**src/rtl/snn_lif_neuron_array.sv**
```systemverilog
// Leaky integrate-and-fire neuron array: masked integration, timestep fire/leak/refractory,
// per-neuron spike counts and an argmax winner reported at picture end.
module snn_lif_neuron_array #(
   parameter int NUM_NEURONS = 16,
   parameter int POT_W       = 16,
   parameter int STIM_W      = 16,
   parameter int REFRAC_W    = 4,
   parameter int CNT_W       = 8,
   parameter int IDX_W       = 4
) (
   input  logic                       clk,
   input  logic                       rst,
   input  logic signed [STIM_W-1:0]   stimuli,
   input  logic [NUM_NEURONS-1:0]     connection,
   input  logic                       enable,
   input  logic                       step_done,
   input  logic                       picture_done,
   input  logic signed [POT_W-1:0]    threshold,
   input  logic [POT_W-2:0]           leak,
   input  logic [REFRAC_W-1:0]        refrac_period,
   input  logic                       reset_mode,
   output logic [NUM_NEURONS-1:0]     spike_o,
   output logic                       spike_valid,
   output logic [IDX_W-1:0]           winner_o,
   output logic                       winner_valid
);

   localparam logic signed [POT_W:0] POT_MAX = {2'b00, {(POT_W-1){1'b1}}};
   localparam logic signed [POT_W:0] POT_MIN = {2'b11, {(POT_W-1){1'b0}}};

   logic signed [POT_W-1:0]  pot_q    [NUM_NEURONS];
   logic signed [POT_W-1:0]  pot_d    [NUM_NEURONS];
   logic [REFRAC_W-1:0]      refrac_q [NUM_NEURONS];
   logic [REFRAC_W-1:0]      refrac_d [NUM_NEURONS];
   logic [CNT_W-1:0]         cnt_q    [NUM_NEURONS];
   logic [CNT_W-1:0]         cnt_d    [NUM_NEURONS];
   logic [NUM_NEURONS-1:0]   spike_q, spike_d;
   logic                     spike_valid_q, spike_valid_d;
   logic [IDX_W-1:0]         winner_q, winner_d;
   logic                     winner_valid_q, winner_valid_d;

   logic signed [POT_W:0]    stim_ext;
   logic signed [POT_W:0]    thr_ext;
   logic [IDX_W-1:0]         best_idx;
   logic [CNT_W-1:0]         best_cnt;

   // All arithmetic is done one bit wider, then clamped back to POT_W.
   function automatic logic signed [POT_W-1:0] sat(input logic signed [POT_W:0] v);
      if (v > POT_MAX)
         return POT_MAX[POT_W-1:0];
      else if (v < POT_MIN)
         return POT_MIN[POT_W-1:0];
      else
         return v[POT_W-1:0];
   endfunction

   function automatic logic signed [POT_W-1:0] leak_step(input logic signed [POT_W-1:0] p,
                                                         input logic [POT_W-2:0] lk);
      logic signed [POT_W:0] p_ext, mag, lk_ext, r;
      p_ext  = {p[POT_W-1], p};
      lk_ext = {2'b00, lk};
      mag    = p_ext[POT_W] ? -p_ext : p_ext;
      r      = p_ext[POT_W] ? (p_ext + lk_ext) : (p_ext - lk_ext);
      if (mag <= lk_ext)
         return '0;
      else
         return r[POT_W-1:0];
   endfunction

   assign stim_ext = {{(POT_W-STIM_W+1){stimuli[STIM_W-1]}}, stimuli};
   assign thr_ext  = {threshold[POT_W-1], threshold};

   // Strict greater-than keeps the lowest index on ties.
   always_comb begin
      best_idx = '0;
      best_cnt = cnt_q[0];
      for (int i = 1; i < NUM_NEURONS; i++) begin
         if (cnt_q[i] > best_cnt) begin
            best_cnt = cnt_q[i];
            best_idx = IDX_W'(i);
         end
      end
   end

   always_comb begin
      pot_d          = pot_q;
      refrac_d       = refrac_q;
      cnt_d          = cnt_q;
      spike_d        = '0;
      spike_valid_d  = 1'b0;
      winner_d       = winner_q;
      winner_valid_d = 1'b0;
      if (picture_done) begin
         for (int i = 0; i < NUM_NEURONS; i++) begin
            pot_d[i]    = '0;
            refrac_d[i] = '0;
            cnt_d[i]    = '0;
         end
         winner_d       = best_idx;
         winner_valid_d = 1'b1;
      end else if (step_done) begin
         spike_valid_d = 1'b1;
         for (int i = 0; i < NUM_NEURONS; i++) begin
            if (refrac_q[i] != '0) begin
               refrac_d[i] = refrac_q[i] - REFRAC_W'(1);
            end else if (pot_q[i] >= threshold) begin
               spike_d[i]  = 1'b1;
               refrac_d[i] = refrac_period;
               if (cnt_q[i] != {CNT_W{1'b1}})
                  cnt_d[i] = cnt_q[i] + CNT_W'(1);
               pot_d[i] = reset_mode ? sat({pot_q[i][POT_W-1], pot_q[i]} - thr_ext) : '0;
            end else begin
               pot_d[i] = leak_step(pot_q[i], leak);
            end
         end
      end else if (enable) begin
         for (int i = 0; i < NUM_NEURONS; i++) begin
            if (connection[i] && refrac_q[i] == '0)
               pot_d[i] = sat({pot_q[i][POT_W-1], pot_q[i]} + stim_ext);
         end
      end
   end

   always_ff @(posedge clk or posedge rst) begin
      if (rst) begin
         for (int i = 0; i < NUM_NEURONS; i++) begin
            pot_q[i]    <= '0;
            refrac_q[i] <= '0;
            cnt_q[i]    <= '0;
         end
         spike_q        <= '0;
         spike_valid_q  <= 1'b0;
         winner_q       <= '0;
         winner_valid_q <= 1'b0;
      end else begin
         pot_q          <= pot_d;
         refrac_q       <= refrac_d;
         cnt_q          <= cnt_d;
         spike_q        <= spike_d;
         spike_valid_q  <= spike_valid_d;
         winner_q       <= winner_d;
         winner_valid_q <= winner_valid_d;
      end
   end

   assign spike_o      = spike_q;
   assign spike_valid  = spike_valid_q;
   assign winner_o     = winner_q;
   assign winner_valid = winner_valid_q;

endmodule

```
**config.mk**
```make
export PLATFORM = sky130hd
export DESIGN_NAME = snn_lif_neuron_array
export DESIGN_NICKNAME = d
export VERILOG_FILES = /design/src/rtl/snn_lif_neuron_array.sv
export SDC_FILE = /design/constraint.sdc
export NUM_CORES = 2
export LEC_CHECK = 0
export CAP_MARGIN = 20
export CORE_AREA = 10 10 342 344
export CTS_CLUSTER_DIAMETER = 40
export DETAILED_ROUTE_END_ITERATION = 10
export DIE_AREA = 0 0 352 354
export GPL_TIMING_DRIVEN = 0
export PLACE_DENSITY = 0.84
export SYNTH_ARGS = -nofsm -noshare
export SYNTH_HDL_FRONTEND = slang
export SYNTH_SLANG_ARGS = --single-unit
```
**constraint.sdc**
```tcl
create_clock -name clk -period 80.4 [get_ports clk]
set_input_delay 24.12 -clock clk [delete_from_list [all_inputs] [get_ports clk]]
set_output_delay 24.12 -clock clk [all_outputs]
set_load 0.005 [all_outputs]
```
==> results.md <==
- Status: complete, no violations
- Initial Util: 0.663
- Final WL: 288000 um
- Hold Startpoint: refrac_q[31]
- Post-synthesis compound-gate area fraction: 0.257
- WP data required: 80.96 ns
- Ys flop type: dfrtp_1
- GRT overflow: 0
- Crit path launch type: flip-flop
- Global-route wire length before repair: 430000 um
- P&R area growth vs syn: 11.5%
- Cells after Synth: 9468
- Clock Latency Late Sink: approximately 0.73 ns
- IO Pins: 95
- CTS tree: yes
- Synth Area in Simple Gates: 0.163
- XOR/XNOR Fraction of Synth Area: 0.134
- Synth top area cells: ha_1 (20%), dfrtp_1 (16%), xnor2_1 (10%)
- Relative slew slack: 0.131
- Die W: roughly 350 um
- Yosys top cell area share: 0.202
- Slowest library cell on the worst path: nor4_1
- H-tree levels: 3
- Largest family of logic cells by synthesized area: compound AO/OA/AOI/OAI gates
- Netlist cell types: 91
- Cts bufs inserted: 110
- Worst Hold Class: flip-flop to flip-flop
- CTS Hold Buffers Added: 0
- Setup slack, reg-to-reg: 45.13 ns
- Crit path largest cell delay: around 1 ns
- Vias in the first global route: roughly 74000
- Synthesized area per cell: 7.71 um^2
- Post-DP HPWL: roughly 210000 um
- Final hold vios: 0
- Fin nets: 11100
- Die area: roughly 120000 um^2
- Vias: around 78000
- Initial antenna violation count: 25
- Tmin final: approximately 35 ns
- Total global-route track usage: 0.439
- Asr flop ratio synth: 1.00
- Hold EP: refrac_q[31]
- #FFs+latches synth: between 400 and 500
- Register area share after synthesis: 0.161
- Maxcap violations: 0
- Multi-input combinational cell area: between 50000 and 60000 um^2
- Mux contribution to synthesized area: 0.0166
- Reg2Reg Capture Point: winner_o[3]
- Post-synth top cells: ha_1 (1181), nor2_1 (1104), a21oi_1 (950)
- Pins Over Slew Limit: 0
- Share of layout cells above drive strength 1: 0.0474
- Sink Count: 470
- Cell Rows: about 120
- Clock skew: 0.0501 ns
- Routability cong.: 1.01
- Via density: 6.84
- Die Ht: between 300 and 400 um
- Post-cts resize count: 0
- Syn nets: around 11000
- Worst-Margin Slew: 1.30 ns
- Min-Delay Path Depth: 1
- Core Footprint: about 110000 um^2
- Clock slew at reported path FFs: approximately 0.060 ns
- Fin crit share: 0.439
- Crit. End Element: flip-flop
- Fillers: 8503
- 1st-iter DRT viols: around 10000
- Most common cell in the netlist: ha_1
- Reg2reg start: cnt_q[122]
- Area leader, netlist: ha_1
- PortBufs: 91
- Worst-path maximum fanout: 10
- Critical path class: flip-flop to flip-flop
- Register Area: about 12000 um^2
- Syn. warnings: 0
- RSZ-0062 raised after global routing: no
- Fmax: 0.0284 GHz
- Final setup fails: 0
- Largest net degree at the start of global routing: ~120
- Setup Fix Bufs, Post-CTS: 0
- Adder-cell share of the synthesized area: 0.216
- Final TNS setup: 0 ns
- Per-cell routed wire length: between 20 and 30 um
- Clock Tree Root: clkbuf_16
- Post-synth EDFFs: 0
- CTS Buffer Depth: 3
- Mapped Area: between 70000 and 80000 um^2
- ANT nets after route: 0
- Reg2reg path depth: between 150 and 200
- Critical path arrival: between 30 and 40 ns
- Number of detailed-route iterations in the first pass: 9
- Drt drc: 0
-- final cells by class --
type,count,share of cell area
sequential,470,0.144
inverter,666,0.0308
multi-input combinational,8001,0.706
timing repair buffer,173,0.0293
antenna,20,0.000615
clock inverter,71,0.0131
clock buffer,134,0.0368
tap,1488,0.0229
buffer,331,0.0159
-- worst max path at each step --
stage	startpoint	to	slack (ns)	cells after the start
2_1_floorplan	rst	cnt_q[0]	43.17	1
3_3_place_gp	rst	pot_q[84]	36.08	2
3_5_place_dp	cnt_q[122]	winner_o[3]	46.11	154
4_1_cts	cnt_q[122]	winner_o[3]	45.84	153
5_1_grt	cnt_q[122]	winner_o[3]	42.59	155
6_report	cnt_q[122]	winner_o[3]	45.13	155
-- per-layer routing --
layer | part of all wire | vias to the layer above | global-route usage
li1 | - | 34600 | -
met1 | 0.36 | 36300 | 0.537
met2 | 0.40 | 5255 | 0.631
met3 | 0.14 | 1446 | 0.142
met4 | 0.093 | 20 | 0.345
met5 | 0.00054 | - | 0
-- per-stage QoR --
stage	std cells	instance area (um^2)	setup slack (ns)	hold WS, ns	util
2_1_floorplan	9468	73000	43.17	0.449	-
3_3_place_gp	11000	75700	36.08	0.466	0.688
3_5_place_dp	11100	77200	46.11	0.476	0.702
4_1_cts	11300	81300	45.84	0.488	0.739
5_1_grt	11300	81400	42.59	0.500	0.739
6_report	11400	81400	45.13	0.497	0.740
-- sequential cells by signal (all words and copies together), names as in the netlist --
name,flops
spike_valid,1
spike_o,16
cnt_q,128
winner_valid,1
refrac_q,64
pot_q,256
winner_o,4
-- cells by family (layout without fill, tap and decap cells) --
kind of cell	after synthesis	count (layout)
mux	112	112
flops	470	470
fa+ha+maj	1235	1235
simple gates	2577	2577
other cells	0	20
xor+xnor	1117	1117
buf+inv	997	1375
compound gates	2960	2960
-- critical path, delay by kind of cell (launching register included) --
family	cells	cell delay, ns
mux	9	3.33
buf+inv	21	3.75
simple gates	40	7.75
fa+ha+maj	15	4.30
flops	1	0.32
compound gates	70	15.62
-- placed cells by master, fill, tap and decap left out, types with 41 or more instances in the layout --
cell and count:
o22ai_1 170, and2_1 53, or3_1 79, nand2b_1 92, o21ai_0 503, a221oi_1 145, a31oi_1 81, xnor2_1 868
ha_1 1181, clkdlybuf4s50_1 73, dfrtp_1 470, a21o_1 252, nor2b_1 102, nand3_1 97, o21a_1 68, clkbuf_16 113
inv_1 634, or4_1 41, xor2_1 249, a21oi_1 950, nor3_1 109, clkbuf_1 289, nand4_1 147, fa_1 48
and3_1 54, nor2_1 1104, o21bai_1 368, nor4_1 41, o31ai_1 84, mux2_2 54, a21boi_0 51, nand2_1 567
mux2i_1 53
Power is not shown: default switching activity piles up to over one toggle a cycle in this logic, so the estimate is an artifact.
